## src/rtl/muldiv_pkg.sv

```systemverilog
// Shared encodings and constants for the HI/LO multiply/divide controller.
package muldiv_pkg;

  localparam int unsigned XLEN      = 32;
  localparam int unsigned DIV_ITERS = 32;
  localparam int unsigned CNT_W     = $clog2(DIV_ITERS);

  typedef enum logic [2:0] {
    OP_NOP   = 3'd0,
    OP_MULT  = 3'd1,
    OP_MULTU = 3'd2,
    OP_DIV   = 3'd3,
    OP_DIVU  = 3'd4,
    OP_MTHI  = 3'd5,
    OP_MTLO  = 3'd6
  } op_e;

  typedef enum logic [1:0] {
    S_IDLE,
    S_MUL,
    S_DIV_RUN,
    S_DONE
  } state_e;

endpackage

```

## src/rtl/div_core.sv

```systemverilog
// Restoring unsigned divider: one quotient bit per step, operands loaded as magnitudes.
module div_core
  import muldiv_pkg::*;
(
  input  logic            clk,
  input  logic            rst,
  input  logic            load_i,
  input  logic            step_i,
  input  logic [XLEN-1:0] dividend_i,
  input  logic [XLEN-1:0] divisor_i,
  output logic [XLEN-1:0] quotient_o,
  output logic [XLEN-1:0] remainder_o
);

  logic [XLEN-1:0] rem_q, rem_d;
  logic [XLEN-1:0] quo_q, quo_d;
  logic [XLEN-1:0] dvs_q, dvs_d;
  logic [XLEN:0]   shifted;
  logic [XLEN:0]   trial;

  // Bit XLEN of the trial difference is the borrow: set means restore.
  always_comb begin
    rem_d   = rem_q;
    quo_d   = quo_q;
    dvs_d   = dvs_q;
    shifted = {rem_q, quo_q[XLEN-1]};
    trial   = shifted - {1'b0, dvs_q};
    if (load_i) begin
      rem_d = '0;
      quo_d = dividend_i;
      dvs_d = divisor_i;
    end else if (step_i) begin
      if (!trial[XLEN]) begin
        rem_d = trial[XLEN-1:0];
        quo_d = {quo_q[XLEN-2:0], 1'b1};
      end else begin
        rem_d = shifted[XLEN-1:0];
        quo_d = {quo_q[XLEN-2:0], 1'b0};
      end
    end
  end

  always_ff @(posedge clk) begin
    if (rst) begin
      rem_q <= '0;
      quo_q <= '0;
      dvs_q <= '0;
    end else begin
      rem_q <= rem_d;
      quo_q <= quo_d;
      dvs_q <= dvs_d;
    end
  end

  assign quotient_o  = quo_q;
  assign remainder_o = rem_q;

endmodule

```

## src/rtl/muldiv_ctrl.sv

```systemverilog
// MIPS-style HI/LO controller: MTHI/MTLO, 2-cycle multiply, 32-iteration divide.
module muldiv_ctrl
  import muldiv_pkg::*;
(
  input  logic            clk,
  input  logic            rst,
  input  logic            start,
  input  logic [2:0]      op,
  input  logic [XLEN-1:0] src_a,
  input  logic [XLEN-1:0] src_b,
  input  logic            flush,
  input  logic [XLEN-1:0] hi_rdata,
  input  logic [XLEN-1:0] lo_rdata,
  output logic            stall_o,
  output logic            busy,
  output logic            hilo_we,
  output logic [XLEN-1:0] hi_wdata,
  output logic [XLEN-1:0] lo_wdata
);

  state_e            state_q, state_d;
  logic [CNT_W-1:0]  cnt_q, cnt_d;
  logic [XLEN-1:0]   a_q, a_d;
  logic [XLEN-1:0]   b_q, b_d;
  logic              sgn_q, sgn_d;
  logic              isdiv_q, isdiv_d;
  logic [2*XLEN-1:0] prod_q, prod_d;

  logic              div_load;
  logic              div_step;
  logic [XLEN-1:0]   div_quo;
  logic [XLEN-1:0]   div_rem;
  logic [XLEN-1:0]   mag_a;
  logic [XLEN-1:0]   mag_b;
  logic [2*XLEN-1:0] a_ext;
  logic [2*XLEN-1:0] b_ext;
  logic              neg_quo;
  logic              neg_rem;

  // Magnitudes feed the divider; only signed DIV folds negative operands.
  assign mag_a   = (op == OP_DIV && src_a[XLEN-1]) ? -src_a : src_a;
  assign mag_b   = (op == OP_DIV && src_b[XLEN-1]) ? -src_b : src_b;
  assign a_ext   = {{XLEN{sgn_q & a_q[XLEN-1]}}, a_q};
  assign b_ext   = {{XLEN{sgn_q & b_q[XLEN-1]}}, b_q};
  assign neg_quo = sgn_q & (a_q[XLEN-1] ^ b_q[XLEN-1]);
  assign neg_rem = sgn_q & a_q[XLEN-1];
  assign busy    = (state_q != S_IDLE);

  always_comb begin
    state_d  = state_q;
    cnt_d    = cnt_q;
    a_d      = a_q;
    b_d      = b_q;
    sgn_d    = sgn_q;
    isdiv_d  = isdiv_q;
    prod_d   = prod_q;
    div_load = 1'b0;
    div_step = 1'b0;
    stall_o  = 1'b0;
    hilo_we  = 1'b0;
    hi_wdata = '0;
    lo_wdata = '0;
    unique case (state_q)
      S_IDLE: begin
        if (start && !flush) begin
          case (op)
            OP_MULT, OP_MULTU: begin
              a_d     = src_a;
              b_d     = src_b;
              sgn_d   = (op == OP_MULT);
              isdiv_d = 1'b0;
              stall_o = 1'b1;
              state_d = S_MUL;
            end
            OP_DIV, OP_DIVU: begin
              a_d      = src_a;
              b_d      = src_b;
              sgn_d    = (op == OP_DIV);
              isdiv_d  = 1'b1;
              cnt_d    = '0;
              div_load = 1'b1;
              stall_o  = 1'b1;
              state_d  = S_DIV_RUN;
            end
            OP_MTHI: begin
              hilo_we  = 1'b1;
              hi_wdata = src_a;
              lo_wdata = lo_rdata;
            end
            OP_MTLO: begin
              hilo_we  = 1'b1;
              hi_wdata = hi_rdata;
              lo_wdata = src_a;
            end
            default: ;
          endcase
        end
      end
      S_MUL: begin
        stall_o = 1'b1;
        if (flush) begin
          state_d = S_IDLE;
        end else begin
          prod_d  = a_ext * b_ext;
          state_d = S_DONE;
        end
      end
      S_DIV_RUN: begin
        stall_o = 1'b1;
        if (flush) begin
          state_d = S_IDLE;
        end else begin
          div_step = 1'b1;
          if (cnt_q == CNT_W'(DIV_ITERS - 1)) begin
            state_d = S_DONE;
          end else begin
            cnt_d = cnt_q + CNT_W'(1);
          end
        end
      end
      S_DONE: begin
        state_d = S_IDLE;
        if (!flush) begin
          hilo_we = 1'b1;
          if (!isdiv_q) begin
            hi_wdata = prod_q[2*XLEN-1:XLEN];
            lo_wdata = prod_q[XLEN-1:0];
          end else if (b_q == '0) begin
            // Divide by zero reports all-ones quotient and the raw dividend.
            hi_wdata = a_q;
            lo_wdata = '1;
          end else begin
            hi_wdata = neg_rem ? -div_rem : div_rem;
            lo_wdata = neg_quo ? -div_quo : div_quo;
          end
        end
      end
      default: state_d = S_IDLE;
    endcase
  end

  always_ff @(posedge clk) begin
    if (rst) begin
      state_q <= S_IDLE;
      cnt_q   <= '0;
      a_q     <= '0;
      b_q     <= '0;
      sgn_q   <= 1'b0;
      isdiv_q <= 1'b0;
      prod_q  <= '0;
    end else begin
      state_q <= state_d;
      cnt_q   <= cnt_d;
      a_q     <= a_d;
      b_q     <= b_d;
      sgn_q   <= sgn_d;
      isdiv_q <= isdiv_d;
      prod_q  <= prod_d;
    end
  end

  div_core u_div_core (
    .clk         (clk),
    .rst         (rst),
    .load_i      (div_load),
    .step_i      (div_step),
    .dividend_i  (mag_a),
    .divisor_i   (mag_b),
    .quotient_o  (div_quo),
    .remainder_o (div_rem)
  );

endmodule

```

## config.mk

```make
export PLATFORM = sky130hd
export DESIGN_NAME = muldiv_ctrl
export DESIGN_NICKNAME = d
export VERILOG_FILES = /design/src/rtl/muldiv_pkg.sv /design/src/rtl/div_core.sv /design/src/rtl/muldiv_ctrl.sv
export SDC_FILE = /design/constraint.sdc
export NUM_CORES = 2
export LEC_CHECK = 0
export ABC_AREA = 0
export BUFFER_PORTS_ARGS = -buffer_cell sky130_fd_sc_hd__buf_2
export CELL_PAD_IN_SITES_DETAIL_PLACEMENT = 0
export CELL_PAD_IN_SITES_GLOBAL_PLACEMENT = 1
export CORE_MARGIN = 8
export CORE_UTILIZATION = 50
export DETAILED_ROUTE_END_ITERATION = 10
export PLACE_DENSITY = 0.86
export SETUP_SLACK_MARGIN = 0.1
export SKIP_CTS_REPAIR_TIMING = 1
export SLEW_MARGIN = 20
export SYNTH_ARGS = -nofsm -noshare
export SYNTH_HDL_FRONTEND = slang
export SYNTH_SLANG_ARGS = --single-unit
```

## constraint.sdc

```tcl
create_clock -name clk -period 10.5 [get_ports clk]
set_input_delay 1.05 -clock clk [delete_from_list [all_inputs] [get_ports clk]]
set_output_delay 1.05 -clock clk [all_outputs]
set_load 0.01 [all_outputs]
```

==> flow_metrics.py <==
metrics = {
    "finish": {
        "syn_to_final_growth_pct": 5.43,
        "stdcell_area_sq_mm": 0.0565,
        "n_antenna_cell": 0,
        "fin_nets": 7763,
        "drive_above_1_share_pct": 6.80,
    },
    "timing": {
        "worst_slew_pin_slew_ns": 1.13,
        "maxSlewHeadroom_pct": 24.8,
        "worst_hold_slack_ns": 0.453,
        "rsz0062_at_grt": "false",
        "tns_ns": 0,
        "clock.fmax_mhz": 109,
        "hold_viol": 0,
        "finalMaxSlewViolations": 0,
        "fin_worst_skew_ns": 0.0289,
        "min_period_over_period_pct": 87.7,
        "setup_viol": 0,
        "finalWorstPathRequiredPeriod_ns": 9.21,
    },
    "synthesis": {
        "avgSynthCellArea_sq_um": 8.45,
        "syn_area_sq_mm": 0.0536,
        "ys.flop_type": "dfxtp_1",
        "synth-async-reset-ratio_pct": 0,
        "yosys.area.top_type": "fa_1",
        "synth_edf_count": 0,
        "ys_types": 95,
        "ys_ff_latch": 233,
        "syn-num-nets": 7864,
        "ys_seq_area_share_pct": 8.70,
        "synth_top_area_share_pct": 42.0,
        "yosys-top-cells-area": "fa_1 42%, dfxtp_1 8.7%, inv_1 8.1%",
        "synth_warnings": 0,
        "synthCells": 6347,
    },
    "pwr": {
        "p_leak_nw": 26.5,
        "ir_worst_vdd_mv": 0.185,
        "finalPower_mw": 4.83,
        "powerDensity_mw_per_mm2": 85.4,
    },
    "die": {
        "ioPinCount": 202,
        "die_w_microns": 343,
        "std_cell_rows": 120,
        "start_util_pct": 50.2,
        "die_area_sq_mm": 0.118,
        "chipHeight_microns": 343,
        "core_sq_mm": 0.107,
    },
    "route": {
        "firstDrtPassIters": 6,
        "drt-vias-per-instance": 5.66,
        "drt-total-wl_mm": 163,
        "drc": 0,
        "drt-initial-drc-count": 3157,
        "vias": 43400,
        "wl_per_cell_microns": 21.2,
        "postRouteAntennaNets": 0,
    },
    "worst_setup_path": {
        "critical_path_class": "reg -> reg",
        "rrSetupSlack_ns": 1.29,
        "arrival_ns": 9.68,
        "endpoint": "prod_q[57]",
        "worst_ep_required_time_ns": 10.97,
        "worstSetupStartpoint": "a_q[31]",
        "crit_fanout": 27,
        "cp-start-kind": "flip-flop",
        "r2r_start": "a_q[31]",
        "r2r_cells": 26,
        "endpoint_kind": "flip-flop",
        "worstReg2RegEnd": "prod_q[57]",
    },
    "place": {
        "dpl-instance-area_sq_mm": 0.0555,
        "gp_congestion": 0.928,
        "portBuffers": 201,
        "place_hpwl_mm": 132,
    },
    "clock_tree": {
        "cts_tree": "built",
        "clock-sinks": 233,
        "root_buffer": "clkbuf_16",
        "cts_buffer_depth": 3,
        "clkLatencyLatePin_ns": 0.59,
        "clk_pin_slew_ns": 0.07,
        "cts_buffers": 28,
        "htreeDepth": 1,
    },
    "global_routing": {
        "grt_overflow": 0,
        "grt_max_degree": 135,
        "grt_usage_pct": 28.0,
        "grt_pass1_vias": 45300,
        "antenna_found_initial": 3,
        "grt_pass1_wl_mm": 260,
    },
    "run": {
        "maxCapViolations": 0,
    },
    "status": {
        "outcome": "finished clean",
    },
    "min_path": {
        "hold_class": "reg -> reg",
    },
}
[area by class of cell]
cell class | count | area, sq um
clock inverters | 16 | 198
clock buffers | 35 | 808
flip-flops and latches | 233 | 4670
fillers | 10100 | 50200
inverters | 1161 | 4360
multi-input cells | 4516 | 42900
repair buffers | 306 | 1810
well taps | 1403 | 1760
[cells in the final DEF (no fill, tap or decap), types with 39 or more instances in the layout]
cell type and count:
inv_1 1161, nand2_1 1156, fa_1 1125, and2_1 354, a21oi_1 323, ha_1 256, dfxtp_1 230, nor2_1 221
buf_2 200, o21ai_0 133, xnor2_1 131, buf_4 104, xor2_1 73, a21o_1 53, a211oi_1 51, mux2i_1 47
nor3_1 41, and3_1 39, nand3_1 39
[synth_stat cells (17+ instances only)]
master	count
a211oi_1	51
a21o_1	53
a21oi_1	323
a22o_1	28
a22oi_1	36
a311oi_1	33
a31oi_1	21
and2_1	355
and3_1	40
clkbuf_1	404
dfxtp_1	233
fa_1	1126
ha_1	256
inv_1	1161
mux2i_1	47
nand2_1	1158
nand2b_1	17
nand3_1	39
nand4_1	21
nor2_1	225
nor3_1	41
nor4_1	22
o21ai_0	133
o221ai_1	33
o22a_1	20
o31ai_1	20
xnor2_1	131
xor2_1	73
[logic make-up after synthesis]
family / synth area share (%)
AOI/OAI and AO/OA: 10.8
adders and majority gates: 48.0
xor gates and xnor gates: 3.38
and+or+nand+nor: 16.9
muxes: 0.898
buffers and inverters: 11.3
DFF: 8.70
[how the worst min path moves through the flow]
| stage | from | to | slack [ns] | depth (start not counted) |
|---|---|---|---|---|
| final | prod_q[39] | prod_q[39] | 0.45 | 2 |
| after global routing | prod_q[13] | prod_q[13] | 0.47 | 2 |
| after CTS | prod_q[39] | prod_q[39] | 0.45 | 2 |
| after detailed placement | prod_q[39] | prod_q[39] | 0.44 | 2 |
| after global placement | prod_q[0] | prod_q[0] | 0.44 | 2 |
| after floorplan | prod_q[43] | prod_q[43] | 0.43 | 2 |
[metrics by stage]
| stage | instances | setup slack [ns] | util, % |
|---|---|---|---|
| final | 7670 | 1.29 | 53.0 |
| after CTS | 7670 | 1.32 | 52.9 |
| after global routing | 7670 | 0.728 | 53.0 |
| after floorplan | 6347 | 1.98 | - |
| after detailed placement | 7619 | 1.36 | 52.0 |
| after global placement | 7619 | 1.45 | 52.0 |
[worst max-delay path: stages (launching register included)]
cell and delay (ns):
dfxtp_2 0.62, and2_1 0.58, nand2_1 0.17, inv_1 0.19
fa_1 0.49, fa_1 0.64, fa_2 0.51, inv_1 0.08
buf_4 0.21, fa_1 0.75, inv_1 0.32, fa_1 0.56
fa_1 0.55, inv_1 0.05, fa_1 0.46, fa_1 0.49
inv_1 0.05, ha_1 0.38, a21o_1 0.22, a211oi_1 0.32
inv_1 0.07, o22ai_1 0.11, a31oi_1 0.08, or3_1 0.34
o21bai_2 0.39, nor4_1 0.10, a2111o_1 0.35
[per-layer routing]
layer  vias to the layer above  part of all wire, %  track usage (%)
li1                      19300                    -                -
met1                     22200                   39             35.6
met2                      1513                   50             48.6
met3                       365                  6.0             2.87
met4                         2                  5.1             11.6
met5                         -               0.0080                0
[flip-flops by register name (all words and copies together), names as in the netlist]
| signal | count |
|---|---|
| prod_q | 64 |
| a_q | 32 |
| b_q | 32 |
| u_div_core.dvs_q | 32 |
| u_div_core.quotient_o | 32 |
| u_div_core.remainder_o | 32 |
| cnt_q | 5 |
| state_q | 2 |
| isdiv_q | 1 |
| sgn_q | 1 |
[where the power goes]
part / total [mW] / switching [mW] / internal, mW / leakage (nW)
sequential: 1.15 / 0.193 / 0.961 / 1.89
clock: 1.10 / 0.453 / 0.643 / 0.501
combinational: 2.57 / 1.66 / 0.910 / 24.1
(Power assumes the default switching activity.)
